$ cat src/rtl/multicycle_ctrl_pkg.sv
// Shared encodings for the multicycle controller: states, ALUOp, mux selects,
// and the opcode/funct3 values it decodes.
package multicycle_ctrl_pkg;

    typedef enum logic [2:0] {
        ST_FETCH  = 3'd0,
        ST_DECODE = 3'd1,
        ST_EXEC   = 3'd2,
        ST_MEM    = 3'd3,
        ST_WB     = 3'd4,
        ST_TRAP   = 3'd7
    } state_e;

    localparam logic [1:0] ALUOP_ADD   = 2'b00;
    localparam logic [1:0] ALUOP_CMP   = 2'b01;
    localparam logic [1:0] ALUOP_FUNCT = 2'b10;

    localparam logic [1:0] SRCA_PC    = 2'd0;
    localparam logic [1:0] SRCA_RS1   = 2'd1;
    localparam logic [1:0] SRCA_OLDPC = 2'd2;

    localparam logic [1:0] SRCB_RS2  = 2'd0;
    localparam logic [1:0] SRCB_FOUR = 2'd1;
    localparam logic [1:0] SRCB_IMM  = 2'd2;

    localparam logic [1:0] WB_ALUOUT = 2'd0;
    localparam logic [1:0] WB_MDR    = 2'd1;
    localparam logic [1:0] WB_PC     = 2'd2;

    localparam logic ADDR_PC       = 1'b0;
    localparam logic ADDR_ALUOUT   = 1'b1;
    localparam logic PCSRC_ALU     = 1'b0;
    localparam logic PCSRC_ALUOUT  = 1'b1;

    localparam logic [6:0] OP_R      = 7'b0110011;
    localparam logic [6:0] OP_IMM    = 7'b0010011;
    localparam logic [6:0] OP_LOAD   = 7'b0000011;
    localparam logic [6:0] OP_STORE  = 7'b0100011;
    localparam logic [6:0] OP_BRANCH = 7'b1100011;
    localparam logic [6:0] OP_JAL    = 7'b1101111;

    localparam logic [2:0] F3_BEQ = 3'b000;
    localparam logic [2:0] F3_BLT = 3'b100;

    function automatic logic opcode_legal(input logic [6:0] op);
        return (op == OP_R) || (op == OP_IMM) || (op == OP_LOAD) ||
               (op == OP_STORE) || (op == OP_BRANCH) || (op == OP_JAL);
    endfunction

endpackage

$ cat src/rtl/multicycle_ctrl.sv
// Multicycle RISC-V style control unit: one state register with combinational
// output and next-state decode; strobes depend on mem_ready in the same cycle.
module multicycle_ctrl
    import multicycle_ctrl_pkg::*;
#(
    parameter int WAIT_LIMIT = 0
) (
    input  logic       clk,
    input  logic       rst_n,
    input  logic [6:0] opcode,
    input  logic [2:0] funct3,
    input  logic       alu_zero,
    input  logic       alu_lt,
    input  logic       mem_ready,
    output logic       mem_req,
    output logic       mem_we,
    output logic       mem_addr_sel,
    output logic       ir_write,
    output logic       pc_write,
    output logic       pc_src,
    output logic [1:0] alu_src_a,
    output logic [1:0] alu_src_b,
    output logic [1:0] alu_op,
    output logic       reg_write,
    output logic [1:0] wb_sel,
    output logic       retire,
    output logic       illegal,
    output logic [2:0] state
);

    localparam int              WAIT_W   = 16;
    localparam logic [WAIT_W-1:0] WAIT_MAX = WAIT_W'(WAIT_LIMIT);

    state_e            state_q, state_d;
    logic              illegal_q;
    logic [WAIT_W-1:0] wait_q, wait_d;
    logic              req_c, we_c, irw_c, pcw_c, rw_c, ret_c;
    logic              wait_phase;

    always_comb begin
        state_d      = state_q;
        wait_d       = wait_q;
        wait_phase   = 1'b0;
        req_c        = 1'b0;
        we_c         = 1'b0;
        irw_c        = 1'b0;
        pcw_c        = 1'b0;
        rw_c         = 1'b0;
        ret_c        = 1'b0;
        mem_addr_sel = ADDR_PC;
        pc_src       = PCSRC_ALU;
        alu_src_a    = SRCA_PC;
        alu_src_b    = SRCB_RS2;
        alu_op       = ALUOP_ADD;
        wb_sel       = WB_ALUOUT;

        case (state_q)
            ST_FETCH: begin
                wait_phase = 1'b1;
                req_c      = 1'b1;
                alu_src_b  = SRCB_FOUR;
                if (mem_ready) begin
                    irw_c   = 1'b1;
                    pcw_c   = 1'b1;
                    state_d = ST_DECODE;
                end
            end
            ST_DECODE: begin
                // Branch/jump target is precomputed here from the old PC.
                alu_src_a = SRCA_OLDPC;
                alu_src_b = SRCB_IMM;
                state_d   = opcode_legal(opcode) ? ST_EXEC : ST_TRAP;
            end
            ST_EXEC: begin
                case (opcode)
                    OP_R: begin
                        alu_src_a = SRCA_RS1;
                        alu_op    = ALUOP_FUNCT;
                        state_d   = ST_WB;
                    end
                    OP_IMM, OP_LOAD, OP_STORE: begin
                        alu_src_a = SRCA_RS1;
                        alu_src_b = SRCB_IMM;
                        state_d   = (opcode == OP_IMM) ? ST_WB : ST_MEM;
                    end
                    OP_BRANCH: begin
                        if (funct3 == F3_BEQ || funct3 == F3_BLT) begin
                            alu_src_a = SRCA_RS1;
                            alu_op    = ALUOP_CMP;
                            pcw_c     = (funct3 == F3_BEQ) ? alu_zero : alu_lt;
                            pc_src    = PCSRC_ALUOUT;
                            ret_c     = 1'b1;
                            state_d   = ST_FETCH;
                        end else begin
                            state_d = ST_TRAP;
                        end
                    end
                    OP_JAL: begin
                        pcw_c   = 1'b1;
                        pc_src  = PCSRC_ALUOUT;
                        rw_c    = 1'b1;
                        wb_sel  = WB_PC;
                        ret_c   = 1'b1;
                        state_d = ST_FETCH;
                    end
                    default: state_d = ST_TRAP;
                endcase
            end
            ST_MEM: begin
                wait_phase   = 1'b1;
                req_c        = 1'b1;
                mem_addr_sel = ADDR_ALUOUT;
                we_c         = (opcode == OP_STORE);
                if (mem_ready) begin
                    ret_c   = (opcode == OP_STORE);
                    state_d = (opcode == OP_STORE) ? ST_FETCH : ST_WB;
                end
            end
            ST_WB: begin
                rw_c    = 1'b1;
                wb_sel  = (opcode == OP_LOAD) ? WB_MDR : WB_ALUOUT;
                ret_c   = 1'b1;
                state_d = ST_FETCH;
            end
            ST_TRAP: state_d = ST_TRAP;
            default: state_d = ST_TRAP;
        endcase

        // Wait counter overrides the next state once the limit is hit.
        if (wait_phase) begin
            if (mem_ready) begin
                wait_d = '0;
            end else begin
                wait_d = wait_q + WAIT_W'(1);
                if (WAIT_LIMIT > 0 && wait_d == WAIT_MAX) state_d = ST_TRAP;
            end
        end
    end

    always_ff @(posedge clk) begin
        if (!rst_n) begin
            state_q   <= ST_FETCH;
            illegal_q <= 1'b0;
            wait_q    <= '0;
        end else begin
            state_q <= state_d;
            wait_q  <= wait_d;
            if (state_d == ST_TRAP) illegal_q <= 1'b1;
        end
    end

    assign mem_req   = req_c & rst_n;
    assign mem_we    = we_c & rst_n;
    assign ir_write  = irw_c & rst_n;
    assign pc_write  = pcw_c & rst_n;
    assign reg_write = rw_c & rst_n;
    assign retire    = ret_c & rst_n;
    assign illegal   = illegal_q;
    assign state     = state_q;

endmodule

$ cat config.mk
export PLATFORM = sky130hd
export DESIGN_NAME = multicycle_ctrl
export DESIGN_NICKNAME = d
export VERILOG_FILES = /design/src/rtl/multicycle_ctrl_pkg.sv /design/src/rtl/multicycle_ctrl.sv
export SDC_FILE = /design/constraint.sdc
export NUM_CORES = 1
export LEC_CHECK = 0
export ABC_AREA = 1
export BUFFER_PORTS_ARGS = -buffer_cell sky130_fd_sc_hd__buf_2
export CAP_MARGIN = 20
export CORE_AREA = 5 5 42 44
export CTS_CLUSTER_DIAMETER = 60
export DETAILED_ROUTE_END_ITERATION = 16
export DIE_AREA = 0 0 47 49
export PLACE_DENSITY = 0.75
export SLEW_MARGIN = 20
export SYNTH_ARGS = -nofsm -noshare
export SYNTH_HDL_FRONTEND = slang
export SYNTH_SLANG_ARGS = --single-unit
$ cat constraint.sdc
create_clock -name clk -period 2 [get_ports clk]
set_input_delay 0 -clock clk [delete_from_list [all_inputs] [get_ports clk]]
set_output_delay 0 -clock clk [all_outputs]
set_load 0.01 [all_outputs]
==> summary.md <==
| Metric | Value |
|---|---|
| Commonest non-fill, non-tap cells in the layout | `buf_2 (34), nand2_1 (16), nor2_1 (15), inv_1 (15)` |
| Peak per-stage delay on the critical path | `320 ps` |
| Synth warnings | `0` |
| GRT Util Overall | `12.9%` |
| Pleak | `0.436 nW` |
| # fillers | `165` |
| Placeable Area | `1400 µm²` |
| Final Setup Violations | `0` |
| CP delay by family, top | `buffers and inverters` |
| Type of origin of the critical path | `register` |
| Critical path peak fanout | `6` |
| Total setup buffers inserted after CTS | `0` |
| Internal power | `0.374 mW` |
| Total power | `0.749 mW` |
| Initial Util | `35.2%` |
| # resized after CTS | `0` |
| Total routed wirelength | `1.37 mm` |
| Final-stage net count | `146` |
| Die height | `49 µm` |
| Cells after Synth | `91` |
| Sw Ratio | `50.1%` |
| Sequential fraction of the synthesis area | `16.2%` |
| Post-DP HPWL | `1.19 mm` |
| GP Congestion | `0.780` |
| Skew final | `3.54 ps` |
| CP Data Required Time | `2000 ps` |
| CTS tree | `built` |
| Buf+Inv Stages, Crit Path | `4` |
| Synthesized flop and latch total | `4` |
| Ratio of total power to cell area | `1050 nW/µm²` |
| Post-layout min period | `1500 ps` |
| Clock Sink Count | `4` |
| RSZ-0062 raised after global routing | `no` |
| Largest net degree at the start of global routing | `10` |
| Root Driver | `clkbuf_4` |
| Row count | `14` |
| Clk_lat worst skew | `240 ps` |
| Antenna Cells | `0` |
| Status | `finished clean` |
| First-pass GRT wire length | `2.19 mm` |
| HP Class | `input pin to register` |
| Die W | `47 µm` |
| I/O Pins | `35` |
| Max VDD drop | `0.000659 V` |
| Max-slew violations | `0` |
| Vias in the first global route | `575` |
| Total gr overflow | `0` |
| Logic pwr share | `66.1%` |
| H-tree Lvls | `1` |
| Final antenna-violating net count | `0` |
| Via density | `4.77` |
| Starting DRT DRC Count | `14` |
| CTS Buf Count | `3` |
| Register share of total power | `20.5%` |
| Worst slew pin tran | `277 ps` |
| Layout cells sized above 1 | `38.0%` |
| Worst-case clock buffer depth | `2` |
| Area delta synth->final | `45.2%` |
| Setup TNS | `0 ps` |
| First-pass detailed-route iteration total | `4` |
| Drc violations | `0` |
| Type of the worst setup path | `register to primary output` |
| DR WL/cell | `9.48 µm` |
| CP Cell Sequence | `inv_2 -> nand3_2 -> inv_2 -> nand4_1 -> inv_1 -> a21oi_1 -> a21oi_1 -> buf_2` |
| Max-cap violation count | `0` |
| Setup crit end kind | `primary output` |
| IO buf count | `34` |
| Die Footprint | `2300 µm²` |
| Slowest stage cell, crit path | `dfxtp_1` |
| Final hold violation count | `0` |
| Cell variety after synth | `20` |
| Vias | `691` |
| Synthesized area | `493 µm²` |
| Psw | `0.375 mW` |
| Reg clk slew, reported paths | `40 ps` |
| Clock power share | `13.3%` |
| Rel. slew slack | `81.4%` |
| Most common cell after layout, fill and taps aside | `buf_2` |
| Post-Syn Nets | `106` |
| Flop2flop setup slack | `780 ps` |
| CP arrival | `1500 ps` |
| Cts hold-fix bufs | `1` |
| Max frequency | `0.669 GHz` |
| Syn_area_per_cell | `5.42 µm²` |
| Initial antenna violation count | `0` |
| Post-route clock period utilization | `74.8%` |
## flip-flops by register name, summed over array words and instances, names as in the netlist
name and count:
illegal 1, state 3
## per-stage QoR
stage | instance area [µm²] | util, % | instances | hold WS, ps | setup slack, ps
detailed placement | 683 | 48.8 | 141 | 238 | 751
floorplan | 493 | - | 91 | 54.4 | 789
global route | 716 | 51.1 | 145 | 218 | 325
global placement | 683 | 48.8 | 141 | 232 | 742
CTS | 716 | 51.1 | 145 | 172 | 489
finish | 716 | 51.1 | 145 | 200 | 505
## routing by layer
metal,share of wire [%],GRT usage (%),vias up
met3,8.3,4.80,5
met1,41,14.3,292
met2,47,19.5,24
li1,-,-,370
met4,3.1,8.76,0
met5,0,0,-
## power groups by stage
| stage | logic [mW] | clock network (mW) | registers [mW] |
|---|---|---|---|
| final | 0.495 | 0.100 | 0.154 |
| after global routing | 0.558 | 0.112 | 0.160 |
| after CTS | 0.501 | 0.106 | 0.155 |
| after detailed placement | 0.497 | 0 | 0.157 |
| after global placement | 0.491 | 0 | 0.156 |
| after floorplan | 0.308 | 0 | 0.173 |
## worst register-to-register path: stages, from the launching register on
cell     delay [ps]
dfxtp_1         360
inv_2            80
nand3_1         180
nor2_1           60
a21oi_1         140
nand2_1          70
inv_1            70
nand2_1          50
nand3_1          60
nand2_1          40
## cells in the mapped netlist
master / number / area share (%)
a21oi_1: 8 / 8.1
a31oi_1: 1 / 1.3
clkinv_1: 1 / 0.76
dfxtp_1: 4 / 16
inv_1: 15 / 11
inv_2: 4 / 3.0
nand2_1: 16 / 12
nand2_2: 3 / 3.8
nand3_1: 8 / 8.1
nand3_2: 1 / 2.0
nand3b_1: 1 / 1.5
nand4_1: 1 / 1.3
nor2_1: 15 / 11
nor2_4: 3 / 6.9
nor3_1: 4 / 4.1
nor3_2: 1 / 2.0
o21ai_0: 2 / 2.0
o21ai_1: 1 / 1.0
o21bai_1: 1 / 1.5
o22ai_1: 1 / 1.3
## path summary, 6_finish.rpt
path / from / endpoint / depth (start not counted)
hold / removal: mem_ready / state[0] / 4
hold reg to reg: illegal / illegal / 2
setup reg to reg: state[2] / illegal / 9
setup / recovery: state[2] / pc_write / 8
## logic make-up after synthesis
| family | count (synthesis) | synth area share [%] |
|---|---|---|
| DFF | 4 | 16.2 |
| AOI/OAI and AO/OA | 14 | 15.2 |
| and+or+nand+nor | 53 | 53.3 |
| buffers and inverters | 20 | 15.2 |
## cell type report
class | count | area (µm²) | share of cell area (%)
multi-input combinational | 67 | 338 | 47.2
timing repair buffer | 35 | 180 | 25.2
tap | 16 | 20.0 | 2.80
clock buffer | 3 | 22.5 | 3.15
inverter | 20 | 75.1 | 10.5
sequential | 4 | 80.1 | 11.2
No activity file was read; power rests on OpenSTA's default activity.
